File: src/rtl/lsu_pkg.sv
// Shared definitions for the load/store unit: data width, access size
// encodings, FSM state enumeration and small decode helpers.
package lsu_pkg;

    localparam int unsigned DATA_W = 32;

    typedef enum logic [1:0] {
        SZ_BYTE = 2'b00,
        SZ_HALF = 2'b01,
        SZ_WORD = 2'b10,
        SZ_RSVD = 2'b11
    } size_t;

    typedef enum logic [2:0] {
        IDLE,
        RD,
        CAP,
        WR,
        RESP
    } state_t;

    // Reserved size behaves exactly like a word access.
    function automatic logic is_word(input size_t sz);
        return (sz == SZ_WORD) || (sz == SZ_RSVD);
    endfunction

    function automatic logic is_misaligned(input size_t sz, input logic [1:0] lo);
        return ((sz == SZ_HALF) && lo[0]) || (is_word(sz) && (lo != 2'b00));
    endfunction

endpackage

File: src/rtl/load_store_unit_if.sv
// Request/response and RAM port bundle of the load/store unit.
// slave = the unit itself, master = requester plus RAM side.
interface load_store_unit_if import lsu_pkg::*; #(
    parameter int unsigned ADDR_W = 16
);
    logic              req_valid;
    logic              req_ready;
    logic              req_we;
    logic [1:0]        req_size;
    logic              req_unsigned;
    logic [ADDR_W+1:0] req_addr;
    logic [DATA_W-1:0] req_wdata;
    logic              resp_valid;
    logic [DATA_W-1:0] resp_rdata;
    logic              resp_fault;
    logic              ram_rw;
    logic [ADDR_W-1:0] ram_addr;
    logic [DATA_W-1:0] ram_din;
    logic [DATA_W-1:0] ram_dout;

    modport slave (
        input  req_valid, req_we, req_size, req_unsigned, req_addr, req_wdata, ram_dout,
        output req_ready, resp_valid, resp_rdata, resp_fault, ram_rw, ram_addr, ram_din
    );

    modport master (
        output req_valid, req_we, req_size, req_unsigned, req_addr, req_wdata, ram_dout,
        input  req_ready, resp_valid, resp_rdata, resp_fault, ram_rw, ram_addr, ram_din
    );
endinterface

File: src/rtl/lsu_lane_align.sv
// Little-endian lane logic: extracts and extends loaded bytes/halfwords and
// merges store data into a previously read word. Purely combinational.
// Misaligned low address bits are ignored here (forced to lane alignment).
module lsu_lane_align import lsu_pkg::*; (
    input  size_t             size,
    input  logic              is_unsigned,
    input  logic [1:0]        addr_lo,
    input  logic [DATA_W-1:0] rd_word,
    input  logic [DATA_W-1:0] old_word,
    input  logic [DATA_W-1:0] wdata,
    output logic [DATA_W-1:0] load_data,
    output logic [DATA_W-1:0] store_word
);
    logic [7:0]  lane_b;
    logic [15:0] lane_h;

    // Select the addressed lane, extend it, and build the merged store word.
    always_comb begin
        lane_b     = rd_word[{addr_lo, 3'b000} +: 8];
        lane_h     = rd_word[{addr_lo[1], 4'b0000} +: 16];
        load_data  = rd_word;
        store_word = wdata;
        case (size)
            SZ_BYTE: begin
                load_data  = {{24{~is_unsigned & lane_b[7]}}, lane_b};
                store_word = old_word;
                store_word[{addr_lo, 3'b000} +: 8] = wdata[7:0];
            end
            SZ_HALF: begin
                load_data  = {{16{~is_unsigned & lane_h[15]}}, lane_h};
                store_word = old_word;
                store_word[{addr_lo[1], 4'b0000} +: 16] = wdata[15:0];
            end
            default: begin
                load_data  = rd_word;
                store_word = wdata;
            end
        endcase
    end
endmodule

File: src/rtl/load_store_unit.sv
// Load/store unit between a single-request master and a synchronous RAM.
// Sub-word stores are read-modify-write (RD, CAP, WR); word stores go
// straight to WR. Optional misaligned-access trapping: MISALIGN_TRAP_EN.
module load_store_unit import lsu_pkg::*; #(
    parameter int unsigned ADDR_W = 16
) (
    input  logic                    clk,
    input  logic                    rst,
    load_store_unit_if.slave        bus
);
    state_t            state, state_d;
    logic [ADDR_W+1:0] addr_q;
    size_t             size_q;
    logic              we_q;
    logic              uns_q;
    logic [DATA_W-1:0] wdata_q;
    logic [DATA_W-1:0] word_q;
    logic [DATA_W-1:0] rdata_q;
    logic              fault_q;
    logic              accept;
    logic              trap;
    logic [DATA_W-1:0] load_data;
    logic [DATA_W-1:0] store_word;

    assign accept = (state == IDLE) && bus.req_valid;

`ifdef MISALIGN_TRAP_EN
    assign trap = is_misaligned(size_t'(bus.req_size), bus.req_addr[1:0]);
`else
    assign trap = 1'b0;
`endif

    assign bus.ram_addr = addr_q[ADDR_W+1:2];

    lsu_lane_align u_align (
        .size        (size_q),
        .is_unsigned (uns_q),
        .addr_lo     (addr_q[1:0]),
        .rd_word     (bus.ram_dout),
        .old_word    (word_q),
        .wdata       (wdata_q),
        .load_data   (load_data),
        .store_word  (store_word)
    );

    // State register.
    always_ff @(posedge clk or posedge rst) begin
        if (rst) state <= IDLE;
        else     state <= state_d;
    end

    // Next-state sequencing through the RAM access phases.
    always_comb begin
        state_d = state;
        case (state)
            IDLE: if (bus.req_valid) begin
                if (trap)                                           state_d = RESP;
                else if (bus.req_we && is_word(size_t'(bus.req_size))) state_d = WR;
                else                                                state_d = RD;
            end
            RD:      state_d = CAP;
            CAP:     state_d = we_q ? WR : RESP;
            WR:      state_d = RESP;
            RESP:    state_d = IDLE;
            default: state_d = IDLE;
        endcase
    end

    // Request capture at acceptance and RAM word capture in CAP.
    always_ff @(posedge clk or posedge rst) begin
        if (rst) begin
            addr_q  <= '0;
            size_q  <= SZ_BYTE;
            we_q    <= 1'b0;
            uns_q   <= 1'b0;
            wdata_q <= '0;
            word_q  <= '0;
            rdata_q <= '0;
            fault_q <= 1'b0;
        end else begin
            if (accept) begin
                addr_q  <= bus.req_addr;
                size_q  <= size_t'(bus.req_size);
                we_q    <= bus.req_we;
                uns_q   <= bus.req_unsigned;
                wdata_q <= bus.req_wdata;
                fault_q <= trap;
                rdata_q <= '0;
            end
            if (state == CAP) begin
                word_q <= bus.ram_dout;
                if (!we_q) rdata_q <= load_data;
            end
        end
    end

    // Outputs decoded from the current state.
    always_comb begin
        bus.req_ready  = (state == IDLE) && !rst;
        bus.resp_valid = (state == RESP);
        bus.resp_rdata = (state == RESP) ? rdata_q : '0;
        bus.resp_fault = (state == RESP) && fault_q;
        bus.ram_rw     = (state != WR);
        bus.ram_din    = (state == WR) ? store_word : '0;
    end
endmodule

File: src/flat_wrapper.sv
// flat-port wrapper written by rule: the top's interface ports become plain ports
module load_store_unit_flat import lsu_pkg::*;
#(
    parameter int unsigned ADDR_W = 16
)
  (clk, rst, bus_req_valid, bus_req_we, bus_req_size, bus_req_unsigned, bus_req_addr, bus_req_wdata, bus_ram_dout, bus_req_ready, bus_resp_valid, bus_resp_rdata, bus_resp_fault, bus_ram_rw, bus_ram_addr, bus_ram_din);
  load_store_unit_if #(.ADDR_W(ADDR_W)) bus_i ();
  input  logic clk;
  input  logic rst;
  input wire logic [$bits(bus_i.req_valid)-1:0] bus_req_valid;
  input wire logic [$bits(bus_i.req_we)-1:0] bus_req_we;
  input wire logic [$bits(bus_i.req_size)-1:0] bus_req_size;
  input wire logic [$bits(bus_i.req_unsigned)-1:0] bus_req_unsigned;
  input wire logic [$bits(bus_i.req_addr)-1:0] bus_req_addr;
  input wire logic [$bits(bus_i.req_wdata)-1:0] bus_req_wdata;
  input wire logic [$bits(bus_i.ram_dout)-1:0] bus_ram_dout;
  output wire logic [$bits(bus_i.req_ready)-1:0] bus_req_ready;
  output wire logic [$bits(bus_i.resp_valid)-1:0] bus_resp_valid;
  output wire logic [$bits(bus_i.resp_rdata)-1:0] bus_resp_rdata;
  output wire logic [$bits(bus_i.resp_fault)-1:0] bus_resp_fault;
  output wire logic [$bits(bus_i.ram_rw)-1:0] bus_ram_rw;
  output wire logic [$bits(bus_i.ram_addr)-1:0] bus_ram_addr;
  output wire logic [$bits(bus_i.ram_din)-1:0] bus_ram_din;
  assign bus_i.req_valid = bus_req_valid;
  assign bus_i.req_we = bus_req_we;
  assign bus_i.req_size = bus_req_size;
  assign bus_i.req_unsigned = bus_req_unsigned;
  assign bus_i.req_addr = bus_req_addr;
  assign bus_i.req_wdata = bus_req_wdata;
  assign bus_i.ram_dout = bus_ram_dout;
  assign bus_req_ready = bus_i.req_ready;
  assign bus_resp_valid = bus_i.resp_valid;
  assign bus_resp_rdata = bus_i.resp_rdata;
  assign bus_resp_fault = bus_i.resp_fault;
  assign bus_ram_rw = bus_i.ram_rw;
  assign bus_ram_addr = bus_i.ram_addr;
  assign bus_ram_din = bus_i.ram_din;
  load_store_unit #(.ADDR_W(ADDR_W)) u_core (.clk(clk), .rst(rst), .bus(bus_i));
endmodule
File: config.mk
export PLATFORM = sky130hd
export DESIGN_NAME = load_store_unit_flat
export DESIGN_NICKNAME = d
export VERILOG_FILES = /design/src/rtl/lsu_pkg.sv /design/src/rtl/load_store_unit_if.sv /design/src/rtl/lsu_lane_align.sv /design/src/rtl/load_store_unit.sv /design/src/flat_wrapper.sv
export SDC_FILE = /design/constraint.sdc
export NUM_CORES = 1
export LEC_CHECK = 0
export BUFFER_PORTS_ARGS = -buffer_cell sky130_fd_sc_hd__buf_2
export CORE_ASPECT_RATIO = 1.25
export CORE_MARGIN = 2
export CORE_UTILIZATION = 48
export DETAILED_ROUTE_END_ITERATION = 8
export GPL_ROUTABILITY_DRIVEN = 1
export HOLD_SLACK_MARGIN = 0.03
export PLACE_DENSITY_LB_ADDON = 0.05
export SYNTH_ARGS = -nofsm -noshare
export SYNTH_HDL_FRONTEND = slang
export SYNTH_SLANG_ARGS = --single-unit
File: constraint.sdc
create_clock -name clk -period 4.15 [get_ports clk]
set_input_delay 1.245 -clock clk [delete_from_list [all_inputs] [get_ports clk]]
set_output_delay 1.245 -clock clk [all_outputs]
set_load 0.02 [all_outputs]
# Word-level counts from Yosys, hierarchy flattened
# Index checks and enable logic that the tools add are counted.
word_totals:
  ff_bits: 121
  inputBits: 89
  word_cells: 48
  out_inout_bits: 84
classes:
  reduce_logical: 7
  muxes: 13
  eq_ne: 9
  n_bitwise: 3
  shift: 6
  addsub: 2
op_table:
  columns: ["cell", "n"]
  rows:
  - ["32-bit 2-to-1 mux", 5]
  - ["32-bit case mux with 2 select lines", 2]
  - ["32-bit bitwise mux", 2]
  - ["16-bit by 7-bit variable shift with 32-bit output, first input constant", 1]
  - ["8-bit by 7-bit variable shift with 32-bit output, first input constant", 1]
  - ["16-bit by 7-bit variable part select with 32-bit output", 1]
  - ["32-bit by 6-bit variable part select with 16-bit output", 1]
  - ["32-bit by 6-bit variable part select with 8-bit output", 1]
  - ["8-bit by 7-bit variable part select with 32-bit output", 1]
  - ["5-bit negator with 7-bit output", 2]
  - ["3-bit case mux with 4 select lines", 1]
  - ["3-bit by 2-bit == test with 1-bit output, second input constant", 2]
  - ["3-bit 2-to-1 mux", 2]
  - ["2-bit == test, second input constant", 2]
  - ["3-bit by 1-bit == test with 1-bit output, second input constant", 1]
  - ["3-bit == test, second input constant", 1]
  - ["1-bit logical AND", 3]
  - ["3-bit logical NOT", 1]
  - ["3-bit by 2-bit != test with 1-bit output, second input constant", 1]
  - ["1-bit AND", 2]
  - ["2-bit by 1-bit == test with 1-bit output, second input constant", 1]
  - ["2-bit logical NOT", 1]
  - ["2-bit 2-to-1 mux", 1]
  - ["2-bit != test, second input constant", 1]
  - ["3 further kinds", 3]

# Logic depth before layout (Yosys ltp)
logic_depth:
  depth_word: 6
  depth_mapped: 9
  depth_no_buf: 6

# Cells and area by module
# From an unflattened synthesis, not the netlist that was laid out.
unflattened:
  hier_cells: 623
  area_unflattened_um2: 6850.3
by_module_without_submodules:
  columns: ["module", "cells_each", "instances", "seq_area_each_um2", "area_each_um2"]
  rows:
  - ["load_store_unit", 358, 1, 3027.9, 5079.9]
  - ["lsu_lane_align", 265, 1, 0.0, 1770.4]

# Least setup slack after synthesis
# OpenSTA, ideal clock, no wires.
synth_timing:
  kind: "register -> output"
  startpoint: "register u_core.addr_q[1]"
  endpoint: "output port bus_ram_din[9]"
  setup_slack_ns: 0.037
  path_buffers: 3
  required_ns: 2.905
  t_arrival_ns: 2.868
  path_stages_with_launch: 9
  path_cell_list: "dfrtp_1 -> buf_2 -> buf_1 -> inv_1 -> clkbuf_1 -> ha_1 -> and3_1 -> a221oi_1 -> a2111oi_0"
synth_via:
  elab_chain_len: 5
  elab_cells_between_ends: 10
  cone_classes: "2 x add/sub; 4 x shift; 4 x mux"
synth_rtl:
  columns: ["item", "line_no", "source"]
  rows:
  - ["start: declaration", "load_store_unit.sv:12", "logic [ADDR_W+1:0] addr_q;"]
  - ["start signal: assignment", "load_store_unit.sv:82", "addr_q <= bus.req_addr;"]
  - ["5-bit negator with 7-bit output (on tied branches)", "lsu_lane_align.sv:32, lsu_lane_align.sv:27", null]
  - ["16-bit by 7-bit variable part select with 32-bit output, or another cell as far along", "lsu_lane_align.sv:32", "store_word[{addr_lo[1], 4'b0000} +: 16] = wdata[15:0];"]
  - ["32-bit bitwise mux (on tied branches)", "lsu_lane_align.sv:32, lsu_lane_align.sv:27", null]
  - ["32-bit case mux with 2 select lines *", "lsu_lane_align.sv:23", "case (size)"]
  - ["32-bit 2-to-1 mux *", "load_store_unit.sv:104", "bus.ram_din = (state == WR) ? store_word : '0;"]
  - ["end: declaration", "flat_wrapper.sv:23", "output wire logic [$bits(bus_i.ram_din)-1:0] bus_ram_din;"]
# Every way passes the cells marked *; elsewhere a longest branch is shown, timed or not.

# Worst setup path in the final report
layout_timing:
  startpoint: "register u_core.addr_q[0]"
  endpoint: "output port bus_ram_din[15]"
layout_via:
  elab_chain_len: 5
  elab_cells_between_ends: 6
  cone_classes: "1 x add/sub; 2 x shift; 3 x mux"
layout_rtl:
  columns: ["item", "line_no", "source"]
  rows:
  - ["5-bit negator with 7-bit output *", "lsu_lane_align.sv:27", "store_word[{addr_lo, 3'b000} +: 8] = wdata[7:0];"]
  - ["8-bit by 7-bit variable part select with 32-bit output / 8-bit by 7-bit variable shift with 32-bit output (equally long branches)", "lsu_lane_align.sv:27", null]
  - ["32-bit bitwise mux *", "lsu_lane_align.sv:27", null]
  - ["32-bit case mux with 2 select lines *", "lsu_lane_align.sv:23", null]
  - ["32-bit 2-to-1 mux *", "load_store_unit.sv:104", null]
# Marks and branches as above.

==> summary.md <==
| Metric | Value |
|---|---|
| Status | `finished clean` |
| Area leader, netlist | `dfrtp_1` |
| Worst Hold Class | `reg2reg` |
| Worst Path Class, Setup | `reg2out` |
| Post-synthesis cell type count | `40` |
| Cell Area, Synth | `6690 um^2` |
| IO Pins | `173` |
| Chip Height | `136 um` |
| PwrDens | `853 nW/um^2` |
| CTS tree | `done` |
| Setup TNS | `0 ns` |
| Starting Density | `48.9%` |
| Startpoint Class | `flop` |
| Initial antenna violation count | `0` |
| Gr ovfl total | `0` |
| Total Routing Usage GR | `27.8%` |
| Switching Fraction | `41.4%` |
| NumNets Final | `883` |
| WP data arrival | `2.66 ns` |
| I/O Buffers | `171` |
| # H-tree levels | `4` |
| Die Width | `110 um` |
| Core Footprint | `13700 um^2` |
| Clk Latency, worst-skew pair | `0.41 ns` |
| Largest net degree at the start of global routing | `68` |
| Final Skew | `0.0110 ns` |
| Commonest cells post-synth | `dfrtp_1, mux2_2, nand2_1` |
| CTS Root Cell | `clkbuf_16` |
| Post-CTS Setup Repair Bufs | `0` |
| WL final | `20300 um` |
| Net count after synthesis | `742` |
| Final GP Congestion | `0.914` |
| Number of synthesized flops with an enable pin | `0` |
| Maximum clock rate | `256 MHz` |
| Hold buffers post-CTS | `0` |
| Top FF cell, synth | `dfrtp_1` |
| Clock sink count | `121` |
| Worst-path maximum fanout | `12` |
| Detailed Routing Iterations Pass 1 | `5` |
| Clock Power Share | `21.7%` |
| Req. time, crit path | `2.90 ns` |
| Seq/Total Area, Yosys | `45.3%` |
| Sequential share of power | `33.2%` |
| R2r startpoint | `u_core.state[1]` |
| Peak supply drop | `404 uV` |
| First-pass GRT wire length | `31500 um` |
| Layout cells sized above 1 | `40.6%` |
| # Max-Cap Violations | `0` |
| Static leakage | `3.76 nW` |
| # DRC | `0` |
| Top cells by area, synth | `dfrtp_1, mux2_2, o21ai_0` |
| CTS Buf Count | `17` |
| Clk slew on worst S/H paths | `0.06 ns` |
| Crit path from | `u_core.addr_q[0]` |
| Top-count cell post-synth | `dfrtp_1` |
| Sw power | `2.90 mW` |
| Flops & latches, synth | `121` |
| Cells after synthesis | `648` |
| Mapped Avg Cell Area | `10.3 um^2` |
| Pins Over Slew Limit | `0` |
| Multi-input gate area | `3280 um^2` |
| Post-DP Area | `7600 um^2` |
| Final Critical Period | `3.90 ns` |
| Fin. Hold Viols | `0` |
| Worst slew pin tran | `1.16 ns` |
| Area Overhead vs Synth | `22.7%` |
| Design area | `8210 um^2` |
| Worst hold start | `u_core.rdata_q[14]` |
| Slew Limit Headroom | `22.1%` |
| Pint | `4.10 mW` |
| Crit share post-route | `94.0%` |
| DR vias/cell | `6.02` |
| Clock buffer depth | `2` |
| Fill cell count | `1208` |
| Inserted Diodes | `0` |
| Die area | `14900 um^2` |
| Ys async rst share | `100%` |
| Ys Warns | `0` |
| Unrepaired setup endpoints after global routing | `false` |
| Top-area cell type share of the netlist area | `45.3%` |
| Post-DP HPWL | `14300 um` |
| Wire length per cell | `20.8 um` |
| Combinational power share | `45.1%` |
| Via count | `5879` |
| Cell row count | `48` |
| ANT nets after route | `0` |
| Register Area | `3030 um^2` |
| Vias in the first global route | `5525` |
| Final Setup Violations | `0` |
| CP Capture Type | `primary output` |
| 1st-iter DRT viols | `603` |
==> layout by cell type, fill, tap and decap left out, drive strengths merged, types with 2 or more instances in the layout <==
master and count:
a2111oi 2, a211oi 2, a21boi 8, a21oi 10, a221o 8, a221oi 26
a222oi 6, a22o 8, a22oi 28, and2 32, buf 189, bufinv 3
clkbuf 19, clkinv 5, clkinvlp 4, dfrtp 121, ha 5, inv 17
mux2 91, mux2i 2, nand2 49, nand2b 4, nor2 29, nor2b 3
nor3 22, nor3b 3, nor4 4, o21a 2, o21ai 46, o22ai 24
o2bb2ai 14, or2 2, or3b 8
==> what timing repair did <==
action | 4_1_cts | 5_1_grt
resized for setup | 0 | 2
endpoints found under the hold margin | 0 | 0
endpoints found under the setup margin | 0 | 2
==> cell type report <==
class / count / area share, %
clock inverter: 13 / 2.07
sequential: 121 / 36.9
clock buffer: 19 / 5.27
tap: 175 / 2.67
multi-input combinational: 444 / 40.0
inverter: 16 / 0.777
timing repair buffer: 189 / 12.4
==> worst paths after layout <==
kind                                      end  slack (ns)  cells past startpoint
hold / removal             u_core.rdata_q[14]        0.48                      1
setup / recovery              bus_ram_din[15]        0.25                      6
hold reg to reg            u_core.rdata_q[14]        0.48                      1
max in group asynchronous   u_core.rdata_q[3]        2.43                      3
setup reg to reg            u_core.rdata_q[5]        1.28                      6
min in group asynchronous     u_core.state[0]        0.93                      2
==> cells by family (layout without fill, tap and decap cells) <==
kind of cell    after synthesis  in the layout  synth area share [%]
buf+inv                      83            237                  5.91
flops                       121            121                  45.3
compound gates              185            185                  19.8
mux                          94             94                  16.0
other cells                   1              1                0.0561
simple gates                159            159                  12.1
fa+ha+maj                     5              5                 0.935
==> worst max-delay path, stage by stage, from the launching register on <==
cell       delay (ns)
dfrtp_1          0.59
inv_1            0.20
ha_1             0.40
and3_1           0.22
a221oi_1         0.09
a2111oi_1        0.50
buf_2            0.26
==> layer usage <==
metal / vias to the layer above / share of wire [%] / global-route usage (%) / routed length (um)
li1: 2678 / - / - / -
met1: 2916 / 43 / 39.0 / 8790
met2: 255 / 48 / 43.1 / 9800
met3: 30 / 5.9 / 4.65 / 1200
met4: 0 / 2.5 / 10.8 / 509
met5: - / 0 / 0 / 0
==> power by group through the flow <==
stage	Clock, mW	Combinational (mW)	Sequential [mW]
6_report	1.52	3.16	2.33
5_1_grt	1.59	3.46	2.40
4_1_cts	1.54	3.16	2.31
3_5_place_dp	0	3.14	2.32
3_3_place_gp	0	3.08	2.29
2_1_floorplan	0	2.57	2.06
==> registers in the layout, indices dropped and copies added, names as in the netlist <==
name            cells
u_core.addr_q      18
u_core.uns_q        1
u_core.word_q      32
u_core.we_q         1
u_core.state        3
u_core.size_q       2
u_core.rdata_q     32
u_core.wdata_q     32
==> through the flow <==
stage	hold WS, ns	power, mW	util, %	worst slack (ns)	std cells
floorplan	0.448	4.63	-	0.0366	648
global placement	0.468	5.37	55.5	0.750	945
detailed placement	0.475	5.46	55.5	0.577	945
CTS	0.485	7.01	59.9	0.137	977
global route	0.501	7.45	60.0	0.0369	977
finish	0.482	7.00	60.0	0.249	977
Note: power is estimated with default switching activity, not from simulation.
